$ cat config.mk
export PLATFORM = sky130hd
export DESIGN_NAME = btn_debounce_move
export DESIGN_NICKNAME = d
export VERILOG_FILES = /design/src/rtl/btn_debounce_move.sv
export SDC_FILE = /design/constraint.sdc
export NUM_CORES = 1
export LEC_CHECK = 0
export BUFFER_PORTS_ARGS = -buffer_cell sky130_fd_sc_hd__buf_2
export CORE_ASPECT_RATIO = 0.75
export CORE_MARGIN = 4
export CORE_UTILIZATION = 64
export DETAILED_ROUTE_END_ITERATION = 8
export GPL_TIMING_DRIVEN = 0
export PLACE_DENSITY = 0.84
export SLEW_MARGIN = 25
export SYNTH_ARGS = -nofsm -noshare
export SYNTH_HDL_FRONTEND = slang
export SYNTH_SLANG_ARGS = --single-unit
$ cat constraint.sdc
create_clock -name clk -period 2.3 [get_ports clk]
set_clock_uncertainty 0.05 [all_clocks]
set_input_delay 0.46 -clock clk [delete_from_list [all_inputs] [get_ports clk]]
set_output_delay 0.46 -clock clk [all_outputs]
set_load 0.005 [all_outputs]
$ cat src/rtl/btn_debounce_move.sv
// Push-button front end for the 2048 game.
// Synchronizes and debounces the five buttons on the 1 ms tick, produces clean
// levels and one-cycle press pulses, and turns direction presses into a held
// move request with a valid/ack handshake. A centre press becomes a restart pulse.
module btn_debounce_move #(
    parameter int unsigned NUM_BTN     = 5,
    parameter int unsigned DEBOUNCE_MS = 20,
    parameter int unsigned CNT_W       = 8
) (
    input  logic               clk,
    input  logic               rst_n,
    input  logic               tick_1ms,
    input  logic [NUM_BTN-1:0] btn_raw,
    output logic [NUM_BTN-1:0] btn_level,
    output logic [NUM_BTN-1:0] btn_press,
    output logic               move_valid,
    output logic [1:0]         move_dir,
    input  logic               move_ack,
    output logic               restart_pulse
);

    // Button bit positions
    localparam int unsigned BtnUp     = 0;
    localparam int unsigned BtnDown   = 1;
    localparam int unsigned BtnLeft   = 2;
    localparam int unsigned BtnRight  = 3;
    localparam int unsigned BtnCentre = 4;

    // Count value on which the next tick accepts the new level
    localparam logic [CNT_W-1:0] CntMax = CNT_W'(DEBOUNCE_MS - 1);

    typedef enum logic [0:0] {
        StIdle,
        StPend
    } move_state_e;

    logic [NUM_BTN-1:0] sync1_q;
    logic [NUM_BTN-1:0] sync2_q;
    logic               tick_q;
    logic               tick_en;

    logic [CNT_W-1:0]   cnt_q [NUM_BTN];
    logic [CNT_W-1:0]   cnt_d [NUM_BTN];
    logic [NUM_BTN-1:0] level_q;
    logic [NUM_BTN-1:0] level_d;
    logic [NUM_BTN-1:0] press_q;
    logic [NUM_BTN-1:0] press_d;
    logic               restart_q;
    logic               restart_d;

    move_state_e        state_q;
    move_state_e        state_d;
    logic [1:0]         dir_q;
    logic [1:0]         dir_d;
    logic               dir_press;
    logic [1:0]         prio_dir;

    // Two-flop synchronizer for the raw pins and the tick delay register
    always_ff @(posedge clk or negedge rst_n) begin
        if (!rst_n) begin
            sync1_q <= '0;
            sync2_q <= '0;
            tick_q  <= 1'b0;
        end else begin
            sync1_q <= btn_raw;
            sync2_q <= sync1_q;
            tick_q  <= tick_1ms;
        end
    end

    // One enable per tick regardless of how long the tick stays high
    assign tick_en = tick_1ms & ~tick_q;

    // Per-button debounce counters; any cycle matching the current level restarts the count
    always_comb begin
        level_d = level_q;
        for (int i = 0; i < int'(NUM_BTN); i++) begin
            cnt_d[i] = cnt_q[i];
            if (sync2_q[i] == level_q[i]) begin
                cnt_d[i] = '0;
            end else if (tick_en) begin
                if (cnt_q[i] == CntMax) begin
                    level_d[i] = sync2_q[i];
                    cnt_d[i]   = '0;
                end else begin
                    cnt_d[i] = cnt_q[i] + 1'b1;
                end
            end
        end
        // Pulse in the first cycle the new high level is visible
        press_d   = level_d & ~level_q;
        restart_d = press_d[BtnCentre];
    end

    // Debounce state, press pulses and restart pulse
    always_ff @(posedge clk or negedge rst_n) begin
        if (!rst_n) begin
            for (int i = 0; i < int'(NUM_BTN); i++) begin
                cnt_q[i] <= '0;
            end
            level_q   <= '0;
            press_q   <= '0;
            restart_q <= 1'b0;
        end else begin
            for (int i = 0; i < int'(NUM_BTN); i++) begin
                cnt_q[i] <= cnt_d[i];
            end
            level_q   <= level_d;
            press_q   <= press_d;
            restart_q <= restart_d;
        end
    end

    // Fixed priority up > down > left > right among direction presses
    always_comb begin
        dir_press = press_q[BtnUp] | press_q[BtnDown] | press_q[BtnLeft] | press_q[BtnRight];
        prio_dir  = 2'b11;
        if (press_q[BtnUp]) begin
            prio_dir = 2'b00;
        end else if (press_q[BtnDown]) begin
            prio_dir = 2'b01;
        end else if (press_q[BtnLeft]) begin
            prio_dir = 2'b10;
        end else begin
            prio_dir = 2'b11;
        end
    end

    // Move handshake next state: presses without an ack while pending are dropped
    always_comb begin
        state_d = state_q;
        dir_d   = dir_q;
        unique case (state_q)
            StIdle: begin
                if (dir_press) begin
                    dir_d   = prio_dir;
                    state_d = StPend;
                end
            end
            StPend: begin
                if (move_ack) begin
                    if (dir_press) begin
                        // Back-to-back move: valid stays high with no gap
                        dir_d = prio_dir;
                    end else begin
                        state_d = StIdle;
                    end
                end
            end
            default: begin
                state_d = StIdle;
            end
        endcase
    end

    // Move handshake state register
    always_ff @(posedge clk or negedge rst_n) begin
        if (!rst_n) begin
            state_q <= StIdle;
            dir_q   <= 2'b00;
        end else begin
            state_q <= state_d;
            dir_q   <= dir_d;
        end
    end

    assign btn_level     = level_q;
    assign btn_press     = press_q;
    assign restart_pulse = restart_q;
    assign move_valid    = (state_q == StPend);
    assign move_dir      = dir_q;

endmodule

### Word-level counts from Yosys, hierarchy flattened

Cells that the tools add are included.

* output and inout bits: 14
* bits in registers: 65
* word-level logic and storage cells: 81
* bits in latches: 0
* bits in read-only memories: 0
* bits of input ports: 9
* memories kept: 0
* memory bits (writable): 0

* div/mod/pow operators: 0
* $lt $le $gt $ge: 0
* multiply operators: 0
* shifts and indexed selects: 0
* multiplexer cells: 39
* equal/unequal tests: 11
* bitwise logic cells: 8
* add/sub/neg operators: 5
* reduce and logical (&&, ||, !) cells: 5

Operators with widths (number)
* 8-bit two-way mux: 15
* 8-bit by 1-bit adder with 8-bit output (second input constant): 5
* 8-bit by 5-bit equality test with 1-bit output (second input constant): 5
* 1-bit two-way mux: 18
* 2-bit nonzero test: 5
* 2-bit two-way mux: 4
* 5-bit AND: 1
* 1-bit equality test: 5
* 5-bit inverter: 1
* 2-bit case mux with 2 select lines: 1
* 1-bit OR: 3
* 2-bit inequality test (second input constant): 1
* 1-bit inverter: 2
* 1-bit case mux with 2 select lines: 1
* 1-bit AND: 1

### Longest topological paths before layout

Gate-level depths: netlist of run 1.

* word-level depth: 6
* gate-level depth with buffers: 6
* mapped depth without buffers: 5

### Worst setup path before layout of run 1

No wires, ideal clock.

* path kind: register -> register
* start: reg cnt_q[0] in the netlist's numbering
* end: reg cnt_q[6] in the netlist's numbering
* buffers on the path: 0
* data arrival time: 1.373 ns
* path slack: 0.756 ns
* library setup time: 0.121 ns
* clock period less this slack: 1.544 ns
* data required time: 2.129 ns
* cell stages (with the launch flop): 6
* cell sequence: dfrtp_1 ha_1 nor3b_1 a211oi_4 a21o_1 a22o_1

* cells in the longest elaborated chain, start to end: 4
* elaborated cells on any way between the ends: 5

RTL lines
* from (decl): RTL line 42 `logic [CNT_W-1:0] cnt_q [NUM_BTN];`
* from (signal, indexed assignment): RTL line 106 `cnt_q[i] <= cnt_d[i];`
* 8-bit by 1-bit adder with 8-bit output / 8-bit by 5-bit equality test with 1-bit output (equally long branches): RTL line 86, 82
* 8-bit two-way mux (*): RTL line 82 `if (cnt_q[i] == CntMax) begin`
* 8-bit two-way mux (*): RTL line 81 `end else if (tick_en) begin`
* 8-bit two-way mux (*): RTL line 79 `if (sync2_q[i] == level_q[i]) begin`

Every way passes the cells marked *; elsewhere a longest branch is shown, timed or not. The select of a mux whose other input is x is not followed.
A chain may end at the register's enable or synchronous reset.

### Final worst setup path of run 1

Ends and elaborated chain as after synthesis.

==> metrics, run 1 <==
CTS sink cnt=64; Post-synth EDFFs=0; register area=1600 um^2; Netlist Area Pre-Place=3040 um^2; synth warn=0; die area=5920 um^2; num rows=21; PwrDens=618 nW/um^2; Post-DRT Antenna Nets=0; Nets=315; relative slew slack=48.5%; Max FO, Critical Path=6; crit path DAT=1.91 ns; worst hold slack=0.147 ns; mean area per synthesized cell=11.3 um^2; CTS Hold Bufs=0; Port-buffer cells=22; CP endpoint kind=flip-flop; fmax=0.579 GHz; Die Height=67.7 um; setup ws final=0.573 ns; first-pass GRT wire length=9490 um; Post-Syn Instances=268; vias per cell=5.89; status=finished, final reports clean; Period minus WS final=1.73 ns; clock tree from TritonCTS=done; Via Count=2,137; num ports=23; Synth top area share=52.7%; Synth area leader=dfrtp_1; most common flop cell mapped by yosys=dfrtp_1; vias in the first global route=2,008; hpwl dp=3930 um; CTS resizes=0; clock root cell=clkbuf_8; initial antenna violation count=0; Final Slew Violations=0; count leader, synth=dfrtp_1; drt total wl=5620 um; worst hold path type=in2async; Worst Tran Pin Value=0.773 ns; WL per Instance=15.5 um; Netlist cell types=50; unrepaired setup endpoints after global routing=false; gpl congestion=0.855; #FFs+latches synth=64; Pleak=0.00157 uW; fillcell total=331; DRT Pass-1 Iters=4; Setup crit start kind=flip-flop; final global-route overflow total=0; setup TNS=0 ns; Setup Fix Bufs, Post-CTS=0; Layout Cell Area excl Fill=3390 um^2; maximum vdd drop=0.503 mV; worst-case clock buffer depth=2; Layout area overhead=11.5%; overall power=2090 uW; clk_lat worst skew=0.34 ns; largest net degree at the start of global routing=65; Antenna Cells=0; setup violators final=0; register area share after synthesis=52.7%; initial core utilization=67.2%; Die Width=87.5 um; Worst EP required=2.48 ns; initial drt markers=199; Residual DRC=0; Setup WS pre-CTS=0.566 ns; fin crit share=75.1%; Post-synth ARST share=100%; top cells by count, synth=dfrtp_1, nand2_1, nor2_1; placed instance area=3220 um^2; share of layout cells above drive strength 1=19.9%; clock slew at reported path FFs=0.07 ns; Max-Cap Viols=0; Multi-input gate area=1380 um^2; total CTS buffers=9; GRT Total Usage=21.3%; largest cells by area after synthesis=dfrtp_1, xor2_1, nand2_1; CORE AREA=4520 um^2; Crit Path Class=reg2reg; H-tree Lvls=3; syn_nets=282; final hold vios=0
-- flip-flops by register name, summed over array words and instances (netlist names) --
signal and count:
btn_level 5, btn_press 5, cnt_q 40, move_dir 2
move_valid 1, sync1_q 5, sync2_q 5, tick_q 1
-- final cells by class --
| cell class | instances | area share, % |
|---|---|---|
| Multi-Input combinational cell | 196 | 40.8 |
| Inverter | 3 | 0.333 |
| Clock inverter | 4 | 0.591 |
| Timing Repair Buffer | 22 | 3.33 |
| Sequential cell | 64 | 47.3 |
| Clock buffer | 12 | 4.29 |
| Tap cell | 57 | 2.11 |
| Buffer | 5 | 1.26 |
-- kinds of logic after synthesis --
logic type,after synthesis,synth area share [%]
DFF,64,52.7
muxes,9,3.30
and+or+nand+nor,98,18.3
xor gates and xnor gates,30,9.15
adders and majority gates,5,2.06
AOI/OAI and AO/OA,54,12.7
buffers and inverters,8,1.77
-- cells in the final DEF (no fill, tap or decap), drive strengths merged, types with 3 or more instances in the layout --
cell type  instances
xor2              19
nand3              9
nand2             24
nand4              7
inv                3
a22o               5
a211oi             5
buf               27
clkbuf            12
nor4               3
nor3               4
o21ai             16
ha                 5
nor3b              7
dfrtp             64
clkinv             4
and4               3
and3               5
nor2              24
o21a               3
mux2               8
o2111ai            6
a21oi              9
xnor2             11
-- per-layer routing --
metal  wire [um]  global-route usage [%]
met1        2740                    28.9
met4          81                    7.28
met5           0                       0
met2        2530                    31.9
met3         268                    7.56
-- stage by stage --
stage / cells / utilization, %
finish: 363 / 74.9
global route: 363 / 74.9
CTS: 363 / 74.9
detailed placement: 347 / 71.3
global placement: 347 / 71.2
floorplan: 268 / -
-- where the power goes --
| part | internal, uW | switching [uW] | total [uW] |
|---|---|---|---|
| registers | 1150 | 17.3 | 1160 |
| clock network | 413 | 407 | 820 |
| logic | 37.9 | 73.3 | 111 |
-- worst max-delay path, stage by stage (launching register included) --
cell      delay [ns]
dfrtp_1         0.41
ha_1            0.25
nor3b_1         0.40
a211oi_4        0.16
a21o_1          0.19
a22o_1          0.17
-- final timing paths --
kind / from / endpoint / slack [ns] / depth (start not counted)
min in group clk: btn_raw[3] / sync1_q[3] / 0.17 / 1
worst max register to register: cnt_q[0] / cnt_q[6] / 0.57 / 5
worst max-delay path: cnt_q[0] / cnt_q[6] / 0.57 / 5
worst min-delay path: rst_n / btn_level[2] / 0.15 / 1
worst min register to register: sync1_q[4] / sync2_q[4] / 0.30 / 0
max in group asynchronous: rst_n / cnt_q[27] / 1.55 / 1
(Power assumes the default switching activity.)
==> run 2, diff against run 1 <==
--- a/config.mk
+++ b/config.mk
@@ -8,10 +8,10 @@
 export BUFFER_PORTS_ARGS = -buffer_cell sky130_fd_sc_hd__buf_2
 export CORE_ASPECT_RATIO = 0.75
 export CORE_MARGIN = 4
-export CORE_UTILIZATION = 64
+export CORE_UTILIZATION = 54
 export DETAILED_ROUTE_END_ITERATION = 8
 export GPL_TIMING_DRIVEN = 0
-export PLACE_DENSITY = 0.84
+export PLACE_DENSITY = 0.76
 export SLEW_MARGIN = 25
 export SYNTH_ARGS = -nofsm -noshare
 export SYNTH_HDL_FRONTEND = slang
==> constraint.sdc (replaced) <==
create_clock -name clk -period 1.45 [get_ports clk]
set_clock_uncertainty 0.05 [all_clocks]
set_input_delay 0.29 -clock clk [delete_from_list [all_inputs] [get_ports clk]]
set_output_delay 0.29 -clock clk [all_outputs]
set_load 0.005 [all_outputs]
==> run 2 against run 1 <==
  * The run now ends with setup timing left
  * Total power is 75% higher
  * Wire length rose by 23%
  * Clock power is 87% higher
  * Maximum frequency increased by 9.6%
  * Design area rose by 18%
  * Non-clock buffer count rose by 31
  * Via count grew 10%
  * Core utilization is 0.66 points lower
  * Global-route usage fell by 1.4 points
  * Die area up 17%
  * First-iteration DRC count fell by 17%
==> metrics, run 2 (synthesis results as in run 1) <==
status=finished, violations left; failing checks=setup timing; Worst R2R Start=tick_q; worst setup path endpoint=cnt_q[18]; most frequent cells in the layout=dfrtp_1, buf_4, buf_2; unrepaired setup endpoints after global routing=true; Worst path max stage delay=0.34 ns (-0.07 ns); path depth of the worst reg2reg path=6 (+1); placed instance area=3280 um^2 (+1.7%); register area=1600 um^2 (+0.16%); clk_lat worst skew=0.34 ns (about the same); die area=6900 um^2 (+17%); initial antenna violation count=0 (unchanged); Max FO, Critical Path=5 (-1); Biggest register=cnt_q; initial drt markers=165 (-17%); num ports=23 (unchanged); hold path startpoint=tick_1ms; Multi-input gate area=1630 um^2 (+18%); fin crit share=109% (+34 points); Via Count=2,358 (+10%); num rows=23 (+9.5%); Nets=346 (+9.8%); H-tree Lvls=3 (unchanged); share of layout cells above drive strength 1=36.5% (+17 points); drt total wl=6900 um (+23%); Crit Path Class=reg2reg; Period minus WS final=1.58 ns (-0.151 ns); most common cell after layout, fill and taps aside=dfrtp_1; Residual DRC=0 (unchanged); Post-DRT Antenna Nets=0 (unchanged); clock slew at reported path FFs=0.06 ns (about the same); overall power=3660 uW (+75%); sequence of cells on the critical path=and2b_1 -> buf_4 -> clkbuf_16 -> o21ai_0 -> xor2_1 -> nor2_1; worst hold path type=in2reg; gpl congestion=0.825 (-3.5%); WL per Instance=16.7 um (+8.1%); WP depth=6 (+1); Pleak=0.00178 uW (+14%); final global-route overflow total=0 (unchanged); first-pass GRT wire length=10,400 um (+9.4%); Setup crit start kind=flip-flop; fillcell total=340 (+2.7%); GRT Total Usage=19.9% (-1.4 points); PwrDens=916 nW/um^2 (+48%); Reg-to-Reg End=cnt_q[18]; vias in the first global route=2,206 (+9.9%); start point of the critical path=tick_q; hpwl dp=3870 um (-1.4%); buffer and inverter count on the worst path=2 (+2); Port-buffer cells=22 (unchanged); relative slew slack=74.9% (+26 points); CP delay by family, top=flip-flops; CP endpoint kind=flip-flop; Final Slew Violations=0 (unchanged); flop-to-flop setup slack=-0.13 ns (-0.70 ns); Layout Cell Area excl Fill=4000 um^2 (+18%); Antenna Cells=0 (unchanged); Layout area overhead=31.6%; Worst EP required=1.62 ns (-0.86 ns); CTS sink cnt=64 (unchanged); initial core utilization=56.4% (-11 points); DRT Pass-1 Iters=5 (+1); setup TNS=-0.533 ns (-0.533 ns); worst-case clock buffer depth=2 (unchanged); clock root cell=clkbuf_8; Worst Tran Pin Value=0.377 ns (-0.396 ns); clock tree from TritonCTS=done; Critical-path top delay cell=dfrtp_1; vias per cell=5.72 (-2.8%); crit path DAT=1.75 ns (-0.16 ns); total CTS buffers=9 (unchanged); final hold vios=0 (unchanged); Die Width=94.6 um (+8.1%); setup violators final=15 (+15); Die Height=72.9 um (+7.8%); Setup WS pre-CTS=-0.171 ns (-0.736 ns); largest net degree at the start of global routing=50 (-23%); max FFs per register=40 (unchanged); setup ws final=-0.126 ns (-0.699 ns); maximum vdd drop=0.582 mV (+16%); fmax=0.635 GHz (+9.6%); Max-Cap Viols=0 (unchanged); CORE AREA=5380 um^2 (+19%)
-- run 2: changes by cell type in the layout (fill, tap and decap cells not counted), moves of 3 or more --
cell           delta
mux2_4            +4
nand2_2           +3
o2111ai_1         -3
o21ai_2           +4
dlygate4sd3_1     +6
nand2_1           -3
o21ai_1           -4
buf_4            +22
a211oi_1          -3
o2111ai_2         +3
ha_1              -3
-- run 2: metrics by stage --
stage | utilization (%) | hold WS [ns] | cells
floorplan | - | -0.0556 | 268
global placement | 60.3 | 0.281 | 365
detailed placement | 60.9 | 0.121 | 366
CTS | 69.2 | 0.00358 | 401
global route | 74.3 | 0.0449 | 412
finish | 74.3 | 0.0672 | 412
-- run 2: layout make-up --
cell class / count / area share, %
Clock buffer: 13 / 3.98
Sequential cell: 64 / 40.1
Buffer: 5 / 1.47
Multi-Input combinational cell: 196 / 40.8
Clock inverter: 3 / 1.00
Timing Repair Buffer: 53 / 9.96
Inverter: 3 / 0.282
Tap cell: 75 / 2.35
-- run 2: repair_timing --
item                       4_1_cts  5_1_grt
hold endpoints to repair        19        1
setup endpoints to repair       38       40
gates resized for setup         17       37
buffers inserted                14        8
cloned                           0        2
pin swaps                       11       23
hold buffers                     5        1
-- run 2: worst min-delay path by stage --
stage	end	slack [ns]	cells past startpoint
after floorplan	btn_level[0]	-0.06	0
after global placement	sync2_q[3]	0.28	0
after detailed placement	cnt_q[5]	0.12	1
after CTS	sync1_q[1]	0.004	1
after global routing	tick_q	0.04	1
final	tick_q	0.07	1
-- run 2: worst reg2reg max path, delay by kind of cell, from the launching register on --
kind,cells,cell delay [ns]
buffers and inverters,2,0.33
and+or+nand+nor,2,0.28
DFF,1,0.34
xor gates and xnor gates,1,0.24
AOI/OAI and AO/OA,1,0.23
-- run 2: power by group --
part           switching, uW  total [uW]  internal, uW
Clock                    644        1530           883
Sequential              32.3        1850          1820
Combinational            156         284           128
Total                    832        3660          2830
-- run 2: per-layer routing --
metal	routed length, um	GRT usage, %	vias up
met2	3450	29.9	77
met3	393	6.29	13
met4	93	9.44	0
met1	2960	26.3	1167
met5	0	0	-
li1	-	-	1101
